==> config.mk <==
export PLATFORM = sky130hd
export DESIGN_NAME = multicycle_ctrl
export DESIGN_NICKNAME = d
export VERILOG_FILES = /design/src/rtl/multicycle_ctrl.sv
export SDC_FILE = /design/constraint.sdc
export NUM_CORES = 1
export LEC_CHECK = 0
export CAP_MARGIN = 10
export CORE_MARGIN = 2
export CORE_UTILIZATION = 35
export CTS_BUF_LIST = sky130_fd_sc_hd__clkbuf_8 sky130_fd_sc_hd__clkbuf_16
export CTS_CLUSTER_SIZE = 28
export DETAILED_ROUTE_END_ITERATION = 8
export GPL_TIMING_DRIVEN = 0
export SYNTH_ARGS = -nofsm -noshare
export SYNTH_HDL_FRONTEND = slang
export SYNTH_SLANG_ARGS = --single-unit
==> constraint.sdc <==
create_clock -name clk_i -period 4.6 [get_ports clk_i]
set_input_delay 0.69 -clock clk_i [delete_from_list [all_inputs] [get_ports clk_i]]
set_output_delay 0.69 -clock clk_i [all_outputs]
set_load 0.01 [all_outputs]
==> src/rtl/multicycle_ctrl.sv <==
// Multi-cycle MIPS main control FSM with a memory-ready handshake, a watchdog trap and illegal-opcode reporting.
// Optional feature macro: MULTICYCLE_CTRL_JUMP_EN (makes opcode 000010 'j' legal).
module multicycle_ctrl #(
   parameter int ALU_OP_W    = 3,
   parameter int MEM_TIMEOUT = 15
) (
   input  logic                clk_i,
   input  logic                rst_i,
   input  logic [5:0]          instr_op_i,
   input  logic                mem_ready_i,
   output logic                pc_write_o,
   output logic                ir_write_o,
   output logic                mem_read_o,
   output logic                mem_write_o,
   output logic                reg_write_o,
   output logic                reg_dst_o,
   output logic                alu_src_o,
   output logic                mem_to_reg_o,
   output logic [ALU_OP_W-1:0] alu_op_o,
   output logic                branch_o,
   output logic                branch_ne_o,
   output logic                jump_o,
   output logic                instr_done_o,
   output logic                illegal_o,
   output logic                err_o,
   output logic [2:0]          state_o
);

   typedef enum logic [2:0] {
      S_IF  = 3'd0,
      S_ID  = 3'd1,
      S_EX  = 3'd2,
      S_MEM = 3'd3,
      S_WB  = 3'd4,
      S_ERR = 3'd7
   } state_t;

   typedef struct packed {
      logic [2:0] alu;
      logic       src;
      logic       dst;
      logic       is_lw;
      logic       is_sw;
      logic       is_br;
      logic       is_bne;
      logic       is_j;
   } dec_t;

   typedef struct packed {
      logic       pc_write;
      logic       ir_write;
      logic       mem_read;
      logic       mem_write;
      logic       reg_write;
      logic       reg_dst;
      logic       alu_src;
      logic       mem_to_reg;
      logic [2:0] alu_op;
      logic       branch;
      logic       branch_ne;
      logic       instr_done;
      logic       illegal;
      logic       err;
   } ctrl_t;

   localparam logic [5:0] OP_R     = 6'b000000;
   localparam logic [5:0] OP_LW    = 6'b100011;
   localparam logic [5:0] OP_SW    = 6'b101011;
   localparam logic [5:0] OP_BEQ   = 6'b000100;
   localparam logic [5:0] OP_BNE   = 6'b000101;
   localparam logic [5:0] OP_ADDI  = 6'b001000;
   localparam logic [5:0] OP_SLTIU = 6'b001011;
   localparam logic [5:0] OP_LUI   = 6'b001111;
   localparam logic [5:0] OP_ORI   = 6'b001101;
   localparam logic [5:0] OP_J     = 6'b000010;

   // Last tolerated wait cycle: a miss here makes MEM_TIMEOUT consecutive misses.
   localparam logic [7:0] TO_LAST = 8'(MEM_TIMEOUT - 1);

   function automatic logic legal_op(input logic [5:0] op);
      case (op)
         OP_R, OP_LW, OP_SW, OP_BEQ, OP_BNE,
         OP_ADDI, OP_SLTIU, OP_LUI, OP_ORI: legal_op = 1'b1;
`ifdef MULTICYCLE_CTRL_JUMP_EN
         OP_J:                              legal_op = 1'b1;
`endif
         default:                           legal_op = 1'b0;
      endcase
   endfunction

   function automatic dec_t decode(input logic [5:0] op);
      dec_t d;
      d = '0;
      case (op)
         OP_R:     begin d.alu = 3'b010; d.dst = 1'b1; end
         OP_LW:    begin d.alu = 3'b000; d.src = 1'b1; d.is_lw = 1'b1; end
         OP_SW:    begin d.alu = 3'b000; d.src = 1'b1; d.is_sw = 1'b1; end
         OP_BEQ:   begin d.alu = 3'b001; d.is_br = 1'b1; end
         OP_BNE:   begin d.alu = 3'b101; d.is_br = 1'b1; d.is_bne = 1'b1; end
         OP_ADDI:  begin d.alu = 3'b000; d.src = 1'b1; end
         OP_SLTIU: begin d.alu = 3'b010; d.src = 1'b1; end
         OP_LUI:   begin d.alu = 3'b110; d.src = 1'b1; end
         OP_ORI:   begin d.alu = 3'b100; d.src = 1'b1; end
`ifdef MULTICYCLE_CTRL_JUMP_EN
         OP_J:     d.is_j = 1'b1;
`endif
         default:  d = '0;
      endcase
      return d;
   endfunction

   state_t     state_q, state_d;
   logic [5:0] op_q;
   logic [7:0] cnt_q;
   dec_t       dq;
   ctrl_t      c;
   logic       id_legal;
   logic       wait_miss;

   assign dq        = decode(op_q);
   assign id_legal  = legal_op(instr_op_i);
   assign wait_miss = ((state_q == S_IF) || (state_q == S_MEM)) && !mem_ready_i;

   always_ff @(posedge clk_i) begin
      if (rst_i) state_q <= S_IF;
      else       state_q <= state_d;
   end

   always_ff @(posedge clk_i) begin
      if (rst_i)                   op_q <= '0;
      else if (state_q == S_ID)    op_q <= instr_op_i;
   end

   always_ff @(posedge clk_i) begin
      if (rst_i)                   cnt_q <= '0;
      else if (state_d != state_q) cnt_q <= '0;
      else if (wait_miss)          cnt_q <= cnt_q + 8'd1;
   end

   always_comb begin
      state_d = state_q;
      case (state_q)
         S_IF: begin
            if (mem_ready_i)            state_d = S_ID;
            else if (cnt_q == TO_LAST)  state_d = S_ERR;
         end
         S_ID:  state_d = id_legal ? S_EX : S_IF;
         S_EX: begin
            if (dq.is_br || dq.is_j)      state_d = S_IF;
            else if (dq.is_lw || dq.is_sw) state_d = S_MEM;
            else                           state_d = S_WB;
         end
         S_MEM: begin
            if (mem_ready_i)            state_d = dq.is_lw ? S_WB : S_IF;
            else if (cnt_q == TO_LAST)  state_d = S_ERR;
         end
         S_WB:  state_d = S_IF;
         S_ERR: state_d = S_ERR;
         default: state_d = S_IF;
      endcase
   end

   // Moore decode; only the IF fetch strobes look at mem_ready_i.
   always_comb begin
      c = '0;
      case (state_q)
         S_IF: begin
            c.mem_read = 1'b1;
            c.pc_write = mem_ready_i;
            c.ir_write = mem_ready_i;
         end
         S_ID: begin
            c.illegal    = !id_legal;
            c.instr_done = !id_legal;
         end
         S_EX: begin
            c.alu_op     = dq.alu;
            c.alu_src    = dq.src;
            c.reg_dst    = dq.dst;
            c.branch     = dq.is_br;
            c.branch_ne  = dq.is_bne;
            c.pc_write   = dq.is_j;
            c.instr_done = dq.is_br | dq.is_j;
         end
         S_MEM: begin
            c.alu_op     = dq.alu;
            c.alu_src    = dq.src;
            c.reg_dst    = dq.dst;
            c.mem_read   = dq.is_lw;
            c.mem_write  = dq.is_sw;
            c.instr_done = dq.is_sw;
         end
         S_WB: begin
            c.alu_op     = dq.alu;
            c.alu_src    = dq.src;
            c.reg_dst    = dq.dst;
            c.reg_write  = 1'b1;
            c.mem_to_reg = dq.is_lw;
            c.instr_done = 1'b1;
         end
         S_ERR: c.err = 1'b1;
         default: c = '0;
      endcase
   end

   assign pc_write_o   = c.pc_write   & ~rst_i;
   assign ir_write_o   = c.ir_write   & ~rst_i;
   assign mem_read_o   = c.mem_read   & ~rst_i;
   assign mem_write_o  = c.mem_write  & ~rst_i;
   assign reg_write_o  = c.reg_write  & ~rst_i;
   assign reg_dst_o    = c.reg_dst    & ~rst_i;
   assign alu_src_o    = c.alu_src    & ~rst_i;
   assign mem_to_reg_o = c.mem_to_reg & ~rst_i;
   assign alu_op_o     = rst_i ? '0 : ALU_OP_W'(c.alu_op);
   assign branch_o     = c.branch     & ~rst_i;
   assign branch_ne_o  = c.branch_ne  & ~rst_i;
   assign instr_done_o = c.instr_done & ~rst_i;
   assign illegal_o    = c.illegal    & ~rst_i;
   assign err_o        = c.err        & ~rst_i;
   assign state_o      = rst_i ? 3'd0 : state_q;

`ifdef MULTICYCLE_CTRL_JUMP_EN
   assign jump_o = ~rst_i & (state_q == S_EX) & dq.is_j;
`else
   assign jump_o = 1'b0;
`endif

endmodule

==> reports/qor.csv, run 1 <==
metric,value,unit
status,finished clean,
hold_viol_final,0,
combPwrFrac,19.3,%
cts-resized-gates,0,
post-dp-hpwl,2.187,mm
rows,21,
rsz0062_at_grt,false,
crit_family,buffers and inverters,
period_needed,3501,ps
die_x,61.91,um
cts_tree,built,
cp_max_fo,4,
timing.fmax,0.2856,GHz
synth_async_sr_flop_share,0,%
switching_share,26.78,%
crit_chain,"clkdlybuf4s50_1, mux2_2, a31oi_1, a21oi_1, nand2b_1, a31oi_1, clkdlybuf4s50_1",
globalRouteTotalUtil,15.53,%
synth_cell_types,47,
maxSlewViolCount,0,
clock_latency,240,ps
post_cts_buffers,0,
crit_type,input pin to primary output,
grt_max_degree,11,
cp-start-kind,input pin,
nFillCells,352,
drc_errors,0,
areaGrowthSynthToFinish,31.88,%
vias_per_cell,5.128,
overflow,0,
use_met3,3.934,%
synth-seq-cells,17,
grt_use_met1,19.57,%
vias,1164,
synthCells,150,
avgSynthCellArea,7.824,sq um
synth_nets,161,
clockBufferDepth,2,
top_usage_layer,met2,
met2_usage,26.92,%
slowest_delay,570,ps
initial_core_util,35.73,%
p_per_area,213.6,nW/um^2
coreArea,3284,sq um
place_area,1501,sq um
wl_per_cell,12.56,um
ys_seq_area_share,29.00,%
netSwitchingPower,0.08852,mW
drt_wl_total,2.850,mm
cp.buffers_inverters,2,
synth_edf_count,0,
place.gp.congestion,0.8028,
yosysWarnings,0,
min_path_type,flip-flop to flip-flop,
final_layout_size_suffix_gt1_share,12.71,%
power_frac_clock,33.0,%
drt_iter0_markers,57,
final_nets,193,
clock-sinks,17,
leakage,0.5442,nW
ir_drop,192.7,uV
ant_nets,0,
slowest_stage,clkdlybuf4s50_1,
numCtsBuffers,3,
fin_crit_sh,76.11,%
clockRootBuffer,clkbuf_8,
hold_buffers,0,
end_kind,primary output,
io_buffers,27,
stdcell_area,1548,sq um
setup_violations,0,
slew_headroom,64.78,%
grt_pass1_vias,1037,
finalSetupTns,0,ps
antenna_found_initial,0,
die_area,3832,sq um
synth_ff_type,dfxtp_1,
grt_pass1_wl,4.533,mm
firstDrtPassIters,4,
path_clk_slew,70,ps
intPower,0.2420,mW
sequentialPowerShare,47.7,%
arrival,2810,ps
syn_area,1174,sq um
power,0.3305,mW
diodes,0,
io_pins,29,
cp.required,3910,ps
drv_cap,0,
worst_clock_skew,1.195,ps
cts-htree-levels,1,
die_y,61.91,um
worstMarginPinSlew,523.8,ps
-- power groups by stage --
stage / combinational [mW] / clock (mW) / sequential [mW]
finish: 0.0638 / 0.109 / 0.158
floorplan: 0.0406 / 0 / 0.160
global placement: 0.0628 / 0 / 0.161
global route: 0.0703 / 0.118 / 0.158
CTS: 0.0640 / 0.114 / 0.158
detailed placement: 0.0638 / 0 / 0.161
-- state kept, by name, indices dropped and copies added, names as in the netlist --
register  count
cnt_q         8
op_q          6
state_q       3
-- cell usage in the layout, fill, tap and decap left out, types with 3 or more instances in the layout --
master,n
a21oi_1,7
a31oi_1,3
and2_1,5
buf_4,3
clkbuf_1,3
clkbuf_8,3
clkdlybuf4s50_1,27
dfxtp_1,17
inv_1,5
mux2i_1,4
nand2_1,7
nand3_1,3
nand4_1,5
nor2_1,29
nor3_1,5
nor4_1,5
xor2_1,6
-- stage by stage --
stage	setup WS, ps	instances	utilization (%)	hold slack [ps]
after CTS	1115	227	47.12	539.8
after global routing	1006	227	47.12	568.9
after global placement	1151	223	45.71	503.6
final	1099	227	47.12	533.7
after floorplan	2249	150	-	480.4
after detailed placement	1133	223	45.71	519.1
-- synthesized netlist by cell type, types with 2 or more instances --
cell type	count	share of area, %
or2_2	2	1.1
a211oi_2	2	2.1
dfxtp_1	17	29
nand4_1	5	2.7
buf_2	2	0.85
nand2b_1	2	1.1
nor2b_1	2	1.1
nand2_1	7	2.2
a21oi_1	7	3.0
buf_6	2	1.9
and3_1	2	1.1
nor2_1	29	9.3
nand4b_1	2	1.5
xor2_1	6	4.5
nand3_1	3	1.3
a31oi_1	3	1.6
inv_1	5	1.6
clkbuf_1	3	0.96
o21ai_0	2	0.85
mux2i_1	4	3.4
nor4_1	5	2.7
buf_4	3	1.9
ha_1	2	2.1
nor3_1	5	2.1
and2_1	5	2.7
o22ai_1	2	1.1
-- kinds of logic (layout without fill, tap and decap cells) --
| group | count (synthesis) | in the layout | synth area share [%] |
|---|---|---|---|
| buf+inv | 17 | 48 | 7.888 |
| simple gates | 74 | 74 | 32.41 |
| fa+ha+maj | 2 | 2 | 2.132 |
| mux | 5 | 5 | 4.371 |
| other cells | 1 | 1 | 0.3195 |
| xor+xnor | 7 | 7 | 5.224 |
| compound gates | 27 | 27 | 18.66 |
| flops | 17 | 17 | 29.00 |
-- layer usage --
metal	share of wire, %	vias to the layer above
met4	1.3	0
met2	48	28
met1	47	536
met5	0	-
met3	3.7	4
li1	-	596
-- worst register-to-register path: stages, from the launching register on --
cell and delay, ps:
dfxtp_1 440, inv_1 70, ha_1 190, and3_1 180, o31ai_1 460, o211ai_4 200
a211oi_2 210
-- worst paths after layout --
check	slack (ps)	endpoint	from	depth (start not counted)
hold / removal	530	cnt_q[7]$_SDFFE_PP0P_	cnt_q[7]$_SDFFE_PP0P_	2
setup / recovery	1100	instr_done_o	instr_op_i[1]	7
hold reg to reg	530	cnt_q[7]$_SDFFE_PP0P_	cnt_q[7]$_SDFFE_PP0P_	2
setup reg to reg	2770	cnt_q[1]$_SDFFE_PP0P_	cnt_q[0]$_SDFFE_PP0P_	6
-- final cells by class --
type / instances / area (sq um) / share of cell area (%)
inverter: 6 / 22.52 / 1.455
multi-input combinational: 116 / 740.7 / 47.86
clock inverter: 1 / 5.005 / 0.3234
sequential: 17 / 340.3 / 21.99
tap: 46 / 57.56 / 3.719
clock buffer: 3 / 41.29 / 2.668
timing repair buffer: 27 / 270.3 / 17.46
buffer: 11 / 70.07 / 4.527
Power figures use the tool's default switching activity.
==> run 2: changes to the inputs <==
==> constraint.sdc (replaced) <==
create_clock -name clk_i -period 2.89 [get_ports clk_i]
set_input_delay 0.4335 -clock clk_i [delete_from_list [all_inputs] [get_ports clk_i]]
set_output_delay 0.4335 -clock clk_i [all_outputs]
set_load 0.01 [all_outputs]
==> run 2 against run 1 <==
Net effect:
- sequential cell count did not move
- combinational power up 60%
- critical endpoint is now illegal_o
- sequential power rose by 59%
- clock skew about the same
- largest cell class unchanged
- power is 59% higher
- non-clock buffer count unchanged
==> reports/qor.csv, run 2 (synthesis results as in run 1) <==
metric,value,unit
worstHoldEndpoint,op_q[1]$_SDFFE_PP0P_,
io_buffers,27,
vias_per_cell,5.123,
globalRouteTotalUtil,15.53,%
arrival,2320,ps
reg_top3,"cnt_q x8, op_q x6, state_q x3",
fin_crit_sh,95.38,%
power,0.5265,mW
min_path_type,input pin to flip-flop,
use_met3,3.520,%
drt_iter0_markers,55,
finish.utilization,47.70,%
overflow,0,
clock_latency,240,ps
final_layout_size_suffix_gt1_share,13.81,%
top_usage_layer,met2,
hold_viol_final,0,
slew_headroom,64.60,%
layout_commonest_cell,nor2_1,
die_y,61.91,um
whs,526.0,ps
clockRootBuffer,clkbuf_8,
rows,21,
maxSlewViolCount,0,
io_pins,29,
r2r_end,cnt_q[1]$_SDFFE_PP0P_,
post-dp-hpwl,2.187,mm
final_cells,227,
cts-resized-gates,2,
drv_cap,0,
place.gp.congestion,0.8028,
timing.fmax,0.3628,GHz
coreArea,3284,sq um
ant_nets,0,
cp_max_fo,10,
hold_buffers,0,
status,finished clean,
post_cts_buffers,0,
numCtsBuffers,3,
cts-htree-levels,1,
final_nets,193,
vias,1163,
end_kind,primary output,
met2_usage,26.92,%
wl_per_cell,12.56,um
r2r_cells,6,
p_per_area,336.1,nW/um^2
die_x,61.91,um
drt_wl_total,2.850,mm
ir_drop,307.4,uV
antenna_found_initial,0,
grt_max_degree,11,
die_area,3832,sq um
hold_depth,3,
grt_pass1_vias,1041,
leakage,0.6173,nW
firstDrtPassIters,4,
cp-start-kind,input pin,
clock-sinks,17,
worst_clock_skew,1.409,ps
cp.required,2460,ps
placed_cells,223,
period_needed,2756,ps
crit_type,input pin to primary output,
layout_common_cells,"28 x nor2_1, 22 x clkdlybuf4s50_1, 17 x dfxtp_1",
r2r_slack,1070,ps
rsz0062_at_grt,false,
diodes,0,
drc_errors,0,
path_clk_slew,70,ps
clockBufferDepth,2,
largest_reg_flops,8,
grt_pass1_wl,4.526,mm
regMostFlops,cnt_q,
reg2reg_from,cnt_q[0]$_SDFFE_PP0P_,
areaGrowthSynthToFinish,33.48,%
setup_violations,0,
place_area,1501,sq um
worstMarginPinSlew,531.0,ps
min_from,instr_op_i[1],
initial_core_util,35.73,%
cts_tree,built,
grt_use_met1,19.45,%
stdcell_area,1567,sq um
-- run 2: final cells by class --
class                      instances  area (sq um)
clock buffer                       3         41.29
buffer                            11         77.57
inverter                           6         22.52
tap                               46         57.56
multi-input combinational        116         743.2
fill                             351          1718
clock inverter                     1         5.005
timing repair buffer              27         279.0
sequential                        17         340.3
-- run 2: how the worst max path moves through the flow --
stage | start | end | slack (ps) | cells after the start
4_1_cts | instr_op_i[1] | illegal_o | 30 | 7
3_5_place_dp | instr_op_i[1] | instr_done_o | -60 | 7
6_report | rst_i | illegal_o | 130 | 5
3_3_place_gp | instr_op_i[1] | instr_done_o | -50 | 7
2_1_floorplan | state_q[0]$_SDFF_PP0_ | alu_op_o[1] | 880 | 6
5_1_grt | op_q[5]$_SDFFE_PP0P_ | mem_read_o | 30 | 7
-- run 2: power by group --
| part | internal (mW) | leakage [nW] | switching (mW) |
|---|---|---|---|
| clock network | 0.0954 | 0.0255 | 0.0784 |
| logic | 0.0481 | 0.454 | 0.0537 |
| registers | 0.242 | 0.138 | 0.00939 |
| total | 0.385 | 0.617 | 0.141 |
-- run 2: layer usage --
metal | routed length [um] | vias up
met4 | 39 | 0
met3 | 129 | 4
li1 | - | 596
met1 | 1306 | 529
met2 | 1374 | 34
met5 | 0 | -
-- run 2: metrics by stage --
stage | setup WS [ps] | setup TNS (ps)
5_1_grt | 34.50 | 0
4_1_cts | 28.63 | 0
6_report | 133.6 | 0
2_1_floorplan | 877.7 | 0
3_5_place_dp | -64.32 | -64.32
3_3_place_gp | -45.68 | -45.68
-- run 2: critical path, cell delays in order --
cell and delay [ps]:
clkdlybuf4s50_1 610, clkbuf_1 390, clkbuf_2 320, nor2_1 80, clkdlybuf4s50_1 480
